File: config.mk
export PLATFORM = sky130hd
export DESIGN_NAME = node_pkt_injector_flat
export DESIGN_NICKNAME = d
export VERILOG_FILES = /design/src/rtl/node_pkt_injector_if.sv /design/src/rtl/node_pkt_injector.sv /design/src/flat_wrapper.sv
export SDC_FILE = /design/constraint.sdc
export NUM_CORES = 1
export LEC_CHECK = 0
export ABC_AREA = 1
export BUFFER_PORTS_ARGS = -buffer_cell sky130_fd_sc_hd__buf_4
export CAP_MARGIN = 5
export CORE_ASPECT_RATIO = 0.9
export CORE_UTILIZATION = 30
export CTS_CLUSTER_DIAMETER = 60
export CTS_CLUSTER_SIZE = 40
export DETAILED_ROUTE_END_ITERATION = 6
export GPL_TIMING_DRIVEN = 0
export PLACE_DENSITY_LB_ADDON = 0.3
export SETUP_SLACK_MARGIN = 0.05
export SLEW_MARGIN = 20
export SYNTH_ARGS = -nofsm -noshare
export SYNTH_HDL_FRONTEND = slang
export SYNTH_SLANG_ARGS = --single-unit
File: constraint.sdc
create_clock -name node_clk -period 1.9 [get_ports node_clk]
set_input_delay 0.19 -clock node_clk [delete_from_list [all_inputs] [get_ports node_clk]]
set_output_delay 0.19 -clock node_clk [all_outputs]
set_load 0.005 [all_outputs]
File: src/rtl/node_pkt_injector_if.sv
// Host write port and A-interface (pkt_in) handshake bundle for node_pkt_injector.
// master = injector side (transmit end of pkt_in), slave = host/node side.
interface node_pkt_injector_if;
    logic       wr_vld;
    logic       wr_rdy;
    logic       wr_qos;
    logic [1:0] wr_type;
    logic [5:0] wr_tgt;
    logic [7:0] wr_data;

    logic       pkt_in_vld;
    logic       pkt_in_rdy;
    logic       pkt_in_qos;
    logic [1:0] pkt_in_type;
    logic [5:0] pkt_in_src;
    logic [5:0] pkt_in_tgt;
    logic [7:0] pkt_in_data;

    modport master (
        input  wr_vld, wr_qos, wr_type, wr_tgt, wr_data, pkt_in_rdy,
        output wr_rdy, pkt_in_vld, pkt_in_qos, pkt_in_type, pkt_in_src,
               pkt_in_tgt, pkt_in_data
    );

    modport slave (
        output wr_vld, wr_qos, wr_type, wr_tgt, wr_data, pkt_in_rdy,
        input  wr_rdy, pkt_in_vld, pkt_in_qos, pkt_in_type, pkt_in_src,
               pkt_in_tgt, pkt_in_data
    );
endinterface

File: src/rtl/node_pkt_injector.sv
// Local traffic source for a mesh node: two QoS queues, starvation-limited arbiter, one output slot.
// Optional INJ_TGT_CHECK_EN: drop unicast writes aimed at the failed node or at this node itself.
module node_pkt_injector #(
    parameter int unsigned HP         = 0,
    parameter int unsigned VP         = 0,
    parameter int unsigned DEPTH      = 4,
    parameter int unsigned STARVE_LIM = 4
) (
    input  logic                         node_clk,
    input  logic                         rst_n,
    input  logic                         pg_en,
    input  logic [5:0]                   pg_node,
    node_pkt_injector_if.master          bus,
    output logic [$clog2(DEPTH+1)-1:0]   hi_cnt,
    output logic [$clog2(DEPTH+1)-1:0]   lo_cnt,
    output logic [7:0]                   drop_cnt
);
    localparam int unsigned AW = $clog2(DEPTH);
    localparam int unsigned CW = $clog2(DEPTH + 1);
    localparam logic [3:0]  STARVE_MAX = 4'(STARVE_LIM);

    typedef struct packed {
        logic [1:0] ptype;
        logic [5:0] tgt;
        logic [7:0] data;
    } entry_t;

    entry_t          hi_mem [DEPTH];
    entry_t          lo_mem [DEPTH];
    logic [AW-1:0]   hi_wp, hi_rp, lo_wp, lo_rp;
    logic [3:0]      starve_cnt, starve_nxt;
    logic [CW-1:0]   hi_cnt_nxt, lo_cnt_nxt;

    logic   hi_full_c, lo_full_c, hi_ne_c, lo_ne_c;
    logic   drop_c, wr_fire_c, push_hi_c, push_lo_c;
    logic   slot_free_c, pick_lo_c, grant_hi_c, grant_lo_c;
    entry_t wr_e_c, pop_e_c;

    assign hi_full_c   = (hi_cnt == CW'(DEPTH));
    assign lo_full_c   = (lo_cnt == CW'(DEPTH));
    assign hi_ne_c     = (hi_cnt != '0);
    assign lo_ne_c     = (lo_cnt != '0);

    // Dropped writes are always accepted so a blocked target never stalls the host.
    assign bus.wr_rdy  = drop_c || !(bus.wr_qos ? hi_full_c : lo_full_c);
    assign wr_fire_c   = bus.wr_vld && bus.wr_rdy;
    assign push_hi_c   = wr_fire_c && !drop_c && bus.wr_qos;
    assign push_lo_c   = wr_fire_c && !drop_c && !bus.wr_qos;
    assign wr_e_c      = '{ptype: bus.wr_type, tgt: bus.wr_tgt, data: bus.wr_data};

    // Strict high priority, except low wins once high has starved it STARVE_LIM times.
    assign slot_free_c = !bus.pkt_in_vld || bus.pkt_in_rdy;
    assign pick_lo_c   = lo_ne_c && (!hi_ne_c || (starve_cnt == STARVE_MAX));
    assign grant_lo_c  = slot_free_c && pick_lo_c;
    assign grant_hi_c  = slot_free_c && hi_ne_c && !pick_lo_c;
    assign pop_e_c     = grant_lo_c ? lo_mem[lo_rp] : hi_mem[hi_rp];

    assign bus.pkt_in_src = {3'(VP), 3'(HP)};

    always_comb begin
        hi_cnt_nxt = hi_cnt;
        lo_cnt_nxt = lo_cnt;
        starve_nxt = starve_cnt;
        if (push_hi_c && !grant_hi_c)
            hi_cnt_nxt = hi_cnt + CW'(1);
        else if (!push_hi_c && grant_hi_c)
            hi_cnt_nxt = hi_cnt - CW'(1);
        if (push_lo_c && !grant_lo_c)
            lo_cnt_nxt = lo_cnt + CW'(1);
        else if (!push_lo_c && grant_lo_c)
            lo_cnt_nxt = lo_cnt - CW'(1);
        if (grant_hi_c && lo_ne_c)
            starve_nxt = starve_cnt + 4'd1;
        else if (grant_hi_c || grant_lo_c)
            starve_nxt = '0;
    end

    // Queue storage needs no reset: occupancy counters gate every read.
    always_ff @(posedge node_clk) begin
        if (push_hi_c) hi_mem[hi_wp] <= wr_e_c;
        if (push_lo_c) lo_mem[lo_wp] <= wr_e_c;
    end

    always_ff @(posedge node_clk or negedge rst_n) begin
        if (!rst_n) begin
            hi_wp      <= '0;
            hi_rp      <= '0;
            lo_wp      <= '0;
            lo_rp      <= '0;
            hi_cnt     <= '0;
            lo_cnt     <= '0;
            starve_cnt <= '0;
        end else begin
            if (push_hi_c)  hi_wp <= hi_wp + AW'(1);
            if (push_lo_c)  lo_wp <= lo_wp + AW'(1);
            if (grant_hi_c) hi_rp <= hi_rp + AW'(1);
            if (grant_lo_c) lo_rp <= lo_rp + AW'(1);
            hi_cnt     <= hi_cnt_nxt;
            lo_cnt     <= lo_cnt_nxt;
            starve_cnt <= starve_nxt;
        end
    end

    // Output slot: loads on a grant, empties when freed with nothing to grant, holds otherwise.
    always_ff @(posedge node_clk or negedge rst_n) begin
        if (!rst_n) begin
            bus.pkt_in_vld  <= 1'b0;
            bus.pkt_in_qos  <= 1'b0;
            bus.pkt_in_type <= '0;
            bus.pkt_in_tgt  <= '0;
            bus.pkt_in_data <= '0;
        end else if (grant_hi_c || grant_lo_c) begin
            bus.pkt_in_vld  <= 1'b1;
            bus.pkt_in_qos  <= grant_hi_c;
            bus.pkt_in_type <= pop_e_c.ptype;
            bus.pkt_in_tgt  <= pop_e_c.tgt;
            bus.pkt_in_data <= pop_e_c.data;
        end else if (slot_free_c) begin
            bus.pkt_in_vld  <= 1'b0;
        end
    end

`ifdef INJ_TGT_CHECK_EN
    localparam logic [5:0] SELF_ID = {3'(VP), 3'(HP)};

    assign drop_c = (bus.wr_type == 2'b00) &&
                    ((pg_en && (bus.wr_tgt == pg_node)) || (bus.wr_tgt == SELF_ID));

    always_ff @(posedge node_clk or negedge rst_n) begin
        if (!rst_n)
            drop_cnt <= '0;
        else if (bus.wr_vld && drop_c && (drop_cnt != 8'hFF))
            drop_cnt <= drop_cnt + 8'd1;
    end
`else
    logic unused_c;

    assign drop_c   = 1'b0;
    assign drop_cnt = 8'h00;
    assign unused_c = ^{pg_en, pg_node};
`endif

endmodule
File: src/flat_wrapper.sv
// flat-port wrapper written by rule: the top's interface ports become plain ports
module node_pkt_injector_flat 
#(
    parameter int unsigned HP         = 0,
    parameter int unsigned VP         = 0,
    parameter int unsigned DEPTH      = 4,
    parameter int unsigned STARVE_LIM = 4
)
  (node_clk, rst_n, pg_en, pg_node, hi_cnt, lo_cnt, drop_cnt, bus_wr_vld, bus_wr_qos, bus_wr_type, bus_wr_tgt, bus_wr_data, bus_pkt_in_rdy, bus_wr_rdy, bus_pkt_in_vld, bus_pkt_in_qos, bus_pkt_in_type, bus_pkt_in_src, bus_pkt_in_tgt, bus_pkt_in_data);
  node_pkt_injector_if bus_i ();
  input  logic node_clk;
  input  logic rst_n;
  input  logic pg_en;
  input  logic [5:0] pg_node;
  output logic [$clog2(DEPTH+1)-1:0] hi_cnt;
  output logic [$clog2(DEPTH+1)-1:0] lo_cnt;
  output logic [7:0] drop_cnt;
  input wire logic [$bits(bus_i.wr_vld)-1:0] bus_wr_vld;
  input wire logic [$bits(bus_i.wr_qos)-1:0] bus_wr_qos;
  input wire logic [$bits(bus_i.wr_type)-1:0] bus_wr_type;
  input wire logic [$bits(bus_i.wr_tgt)-1:0] bus_wr_tgt;
  input wire logic [$bits(bus_i.wr_data)-1:0] bus_wr_data;
  input wire logic [$bits(bus_i.pkt_in_rdy)-1:0] bus_pkt_in_rdy;
  output wire logic [$bits(bus_i.wr_rdy)-1:0] bus_wr_rdy;
  output wire logic [$bits(bus_i.pkt_in_vld)-1:0] bus_pkt_in_vld;
  output wire logic [$bits(bus_i.pkt_in_qos)-1:0] bus_pkt_in_qos;
  output wire logic [$bits(bus_i.pkt_in_type)-1:0] bus_pkt_in_type;
  output wire logic [$bits(bus_i.pkt_in_src)-1:0] bus_pkt_in_src;
  output wire logic [$bits(bus_i.pkt_in_tgt)-1:0] bus_pkt_in_tgt;
  output wire logic [$bits(bus_i.pkt_in_data)-1:0] bus_pkt_in_data;
  assign bus_i.wr_vld = bus_wr_vld;
  assign bus_i.wr_qos = bus_wr_qos;
  assign bus_i.wr_type = bus_wr_type;
  assign bus_i.wr_tgt = bus_wr_tgt;
  assign bus_i.wr_data = bus_wr_data;
  assign bus_i.pkt_in_rdy = bus_pkt_in_rdy;
  assign bus_wr_rdy = bus_i.wr_rdy;
  assign bus_pkt_in_vld = bus_i.pkt_in_vld;
  assign bus_pkt_in_qos = bus_i.pkt_in_qos;
  assign bus_pkt_in_type = bus_i.pkt_in_type;
  assign bus_pkt_in_src = bus_i.pkt_in_src;
  assign bus_pkt_in_tgt = bus_i.pkt_in_tgt;
  assign bus_pkt_in_data = bus_i.pkt_in_data;
  node_pkt_injector #(.HP(HP), .VP(VP), .DEPTH(DEPTH), .STARVE_LIM(STARVE_LIM)) u_core (.node_clk(node_clk), .rst_n(rst_n), .pg_en(pg_en), .pg_node(pg_node), .bus(bus_i), .hi_cnt(hi_cnt), .lo_cnt(lo_cnt), .drop_cnt(drop_cnt));
endmodule
==> out/qor.txt <==
Hpwl dp: 11460 µm
Slew @ Worst Pin: 0.6024 ns
CTS Sinks: 164
Placed insts: 1064
Main synth FF type: edfxtp_1
Synth Instances: 696
Final hold slack: 0.01812 ns
Final min period: 1.882 ns
Max transition margin: 59.84%
Core ar.: 23540 µm²
Initial DRC Count: 286
Nets: 858
Ys Warns: 0
Non-filler cells, final: 1131
Overall Global Routing Usage: 14.37%
Final TNS setup: 0 ns
Final ANT Viol Nets: 0
Status: finished, violations left
Area contributors post-synth: edfxtp_1 53%, dfrtp_1 12%, nand2_1 12%
Root Buffer: clkbuf_16
Crit Path Category: reg -> reg
Sequential share of the synthesized area: 65.29%
Final setup viols: 0
Hold Fails Final Rpt: 0
DRT Wirelength: 16690 µm
Yosys top cell by area: edfxtp_1
Pleak: 4.050 nW
Initial Util: 30.87%
Synth Register Bits: 164
FMAX: 531.5 MHz
Commonest cells post-synth: 224 x nand2_1, 128 x edfxtp_1, 100 x nand3_1
Startpoint Class: flop
Die width: 166.1 µm
Via count: 4867
Most frequent cell after synthesis: nand2_1
Distinct cells, synth: 28
Max Buffers Root-to-Sink: 2
Crit-path cells: inv_2, ha_4, nand3_4, nand2_4, nand2_8, nand2_4, ha_4, inv_4, fa_2, mux2_4
CP Buf/Inv Count: 2
EDFF count, synth: 128
Total CTS buffers: 17
Remaining global-route overflow: 0
Asr flop ratio synth: 21.95%
Fill cell count: 2297
Io pins: 67
Max Clock Skew: 0.009609 ns
Post-route DRC: 10
Critical Path RT: 2.21 ns
Row cnt: 53
Vias/cell: 4.303
Drt wl/cell: 14.75 µm
Slew Limit Fails: 0
Largest net degree at the start of global routing: 37
Hold Path Class: in -> reg
PwrDens: 1453 nW/µm²
Critical Path End Type: flop
Buffers on Ports: 45
Worst skew pair latency: 0.43 ns
Failing checks: design-rule violations
Initial antenna violation count: 0
CP max FO: 2
Peak supply drop: 0.6981 mV
Post-Syn Area: 7267 µm²
Initial DRT Pass Iterations: 7
Layout cells sized above 1: 23.40%
Worst setup margin: 0.01843 ns
Reported max-cap violation count: 0
Highest cell delay on the worst timing path: 0.41 ns
Total Power: 13.36 mW
Critical path's slowest cell: fa_2
Ant. Diodes: 0
Mean Syn Cell Area: 10.44 µm²
Arrival time worst endpoint: 2.19 ns
Dpl ws: -0.3477 ns
Vert. Die Dim: 149.7 µm
Unrepaired setup endpoints after global routing: yes
Period utilization: 99.03%
H-tree depth: 4
Synth top area share: 52.89%
Vias in the first global route: 4813
Die area: 24850 µm²
CTS tree: yes
Global-route wire length before repair: 26490 µm
CTS clk-pin slew, worst paths: 0.07 ns
Kind of cell adding the most delay to the critical path: adder cells
Area delta synth->final: 26.55%
Routability cong.: 0.7640
## cell type report
type | instances | area [µm²] | share of cell area (%)
inverter | 104 | 397.9 | 4.327
timing repair buffer | 89 | 765.7 | 8.327
multi-input combinational | 401 | 2083 | 22.65
sequential | 164 | 4750 | 51.65
clock buffer | 17 | 425.4 | 4.626
clock inverter | 15 | 148.9 | 1.619
buffer | 39 | 247.7 | 2.694
tap | 302 | 377.9 | 4.109
## per-layer routing
metal	share of wire [%]	GRT usage [%]	vias up
li1	-	-	2462
met1	47	19.64	2250
met2	45	22.43	145
met3	6.6	3.676	10
met4	0.81	4.346	0
met5	0	0	-
## flip-flops by register name, indices dropped and copies added (netlist names), 2 cells and up
name and count:
u_core.hi_wp 2, u_core.lo_mem 64, u_core.lo_wp 2, u_core.lo_rp 2, u_core.starve_cnt 4, u_core.bus.pkt_in_type 2, u_core.hi_mem 64, u_core.hi_cnt 3
u_core.hi_rp 2, u_core.bus.pkt_in_tgt 6, u_core.bus.pkt_in_data 8, u_core.lo_cnt 3
## layout by cell type, fill, tap and decap left out, drive strengths merged
cell type    synthesis  routed
nand2              226     226
edfxtp             128     128
buf                 39     112
inv                104     110
nand3              103     103
dfrtp               36      36
clkbuf               1      18
nor2                17      17
dlygate4sd3          0      15
conb                 1      14
ha                  12      12
o21ai                9       9
xor2                 8       8
clkinvlp             0       4
clkinv               0       4
a21oi                4       4
xnor2                3       3
fa                   2       2
mux2                 1       1
o22ai                1       1
nand4                1       1
bufinv               0       1
## final timing paths
kind / start / slack, ns / to / depth (start not counted)
worst max-delay path: u_core.starve_cnt[0]$_DFFE_PN0P_ / 0.02 / u_core.hi_cnt[1]$_DFFE_PN0P_ / 10
worst min-delay path: bus_wr_tgt[1] / 0.02 / u_core.lo_mem[1][9]$_DFFE_PP_ / 1
worst max register to register: u_core.starve_cnt[0]$_DFFE_PN0P_ / 0.02 / u_core.hi_cnt[1]$_DFFE_PN0P_ / 10
worst min register to register: u_core.bus.pkt_in_tgt[4]$_DFFE_PN0P_ / 0.49 / u_core.bus.pkt_in_tgt[4]$_DFFE_PN0P_ / 2
max in group asynchronous: rst_n / 1.23 / u_core.hi_cnt[0]$_DFFE_PN0P_ / 2
min in group asynchronous: rst_n / 0.28 / u_core.bus.pkt_in_vld$_DFFE_PN0P_ / 2
## per-stage QoR
stage          instance area (µm²)  util (%)
2_1_floorplan                 7373         -
3_3_place_gp                  8089     34.36
3_5_place_dp                  8229     34.96
4_1_cts                       9133     38.79
5_1_grt                       9196     39.06
6_report                      9196     39.06
## worst register-to-register path: stages (launching register included)
cell and delay [ns]:
dfrtp_1 0.38, inv_2 0.06, ha_4 0.16, nand3_4 0.06, nand2_4 0.08, nand2_8 0.07, nand2_4 0.05, ha_4 0.16
inv_4 0.05, fa_2 0.41, mux2_4 0.27
## power by group
group / internal (mW) / switching [mW]
Clock: 1.84 / 1.51
Sequential: 4.56 / 0.309
Combinational: 2.02 / 3.12
Total: 8.42 / 4.94
## cells by family after synthesis
kind of cell,Yosys count,synth area share (%)
flops,164,65.29
xor+xnor,11,1.326
mux,1,0.1549
simple gates,347,20.35
other cells,1,0.05160
compound gates,14,1.274
buf+inv,144,8.936
fa+ha+maj,14,2.617
## repair_timing
action,4_1_cts,5_1_grt
gates resized for setup,19,12
pin swaps,9,10
buffers inserted,15,6
endpoints found under the hold margin,135,0
endpoints found under the setup margin,89,13
hold buffers,15,0
(Power assumes the default switching activity.)
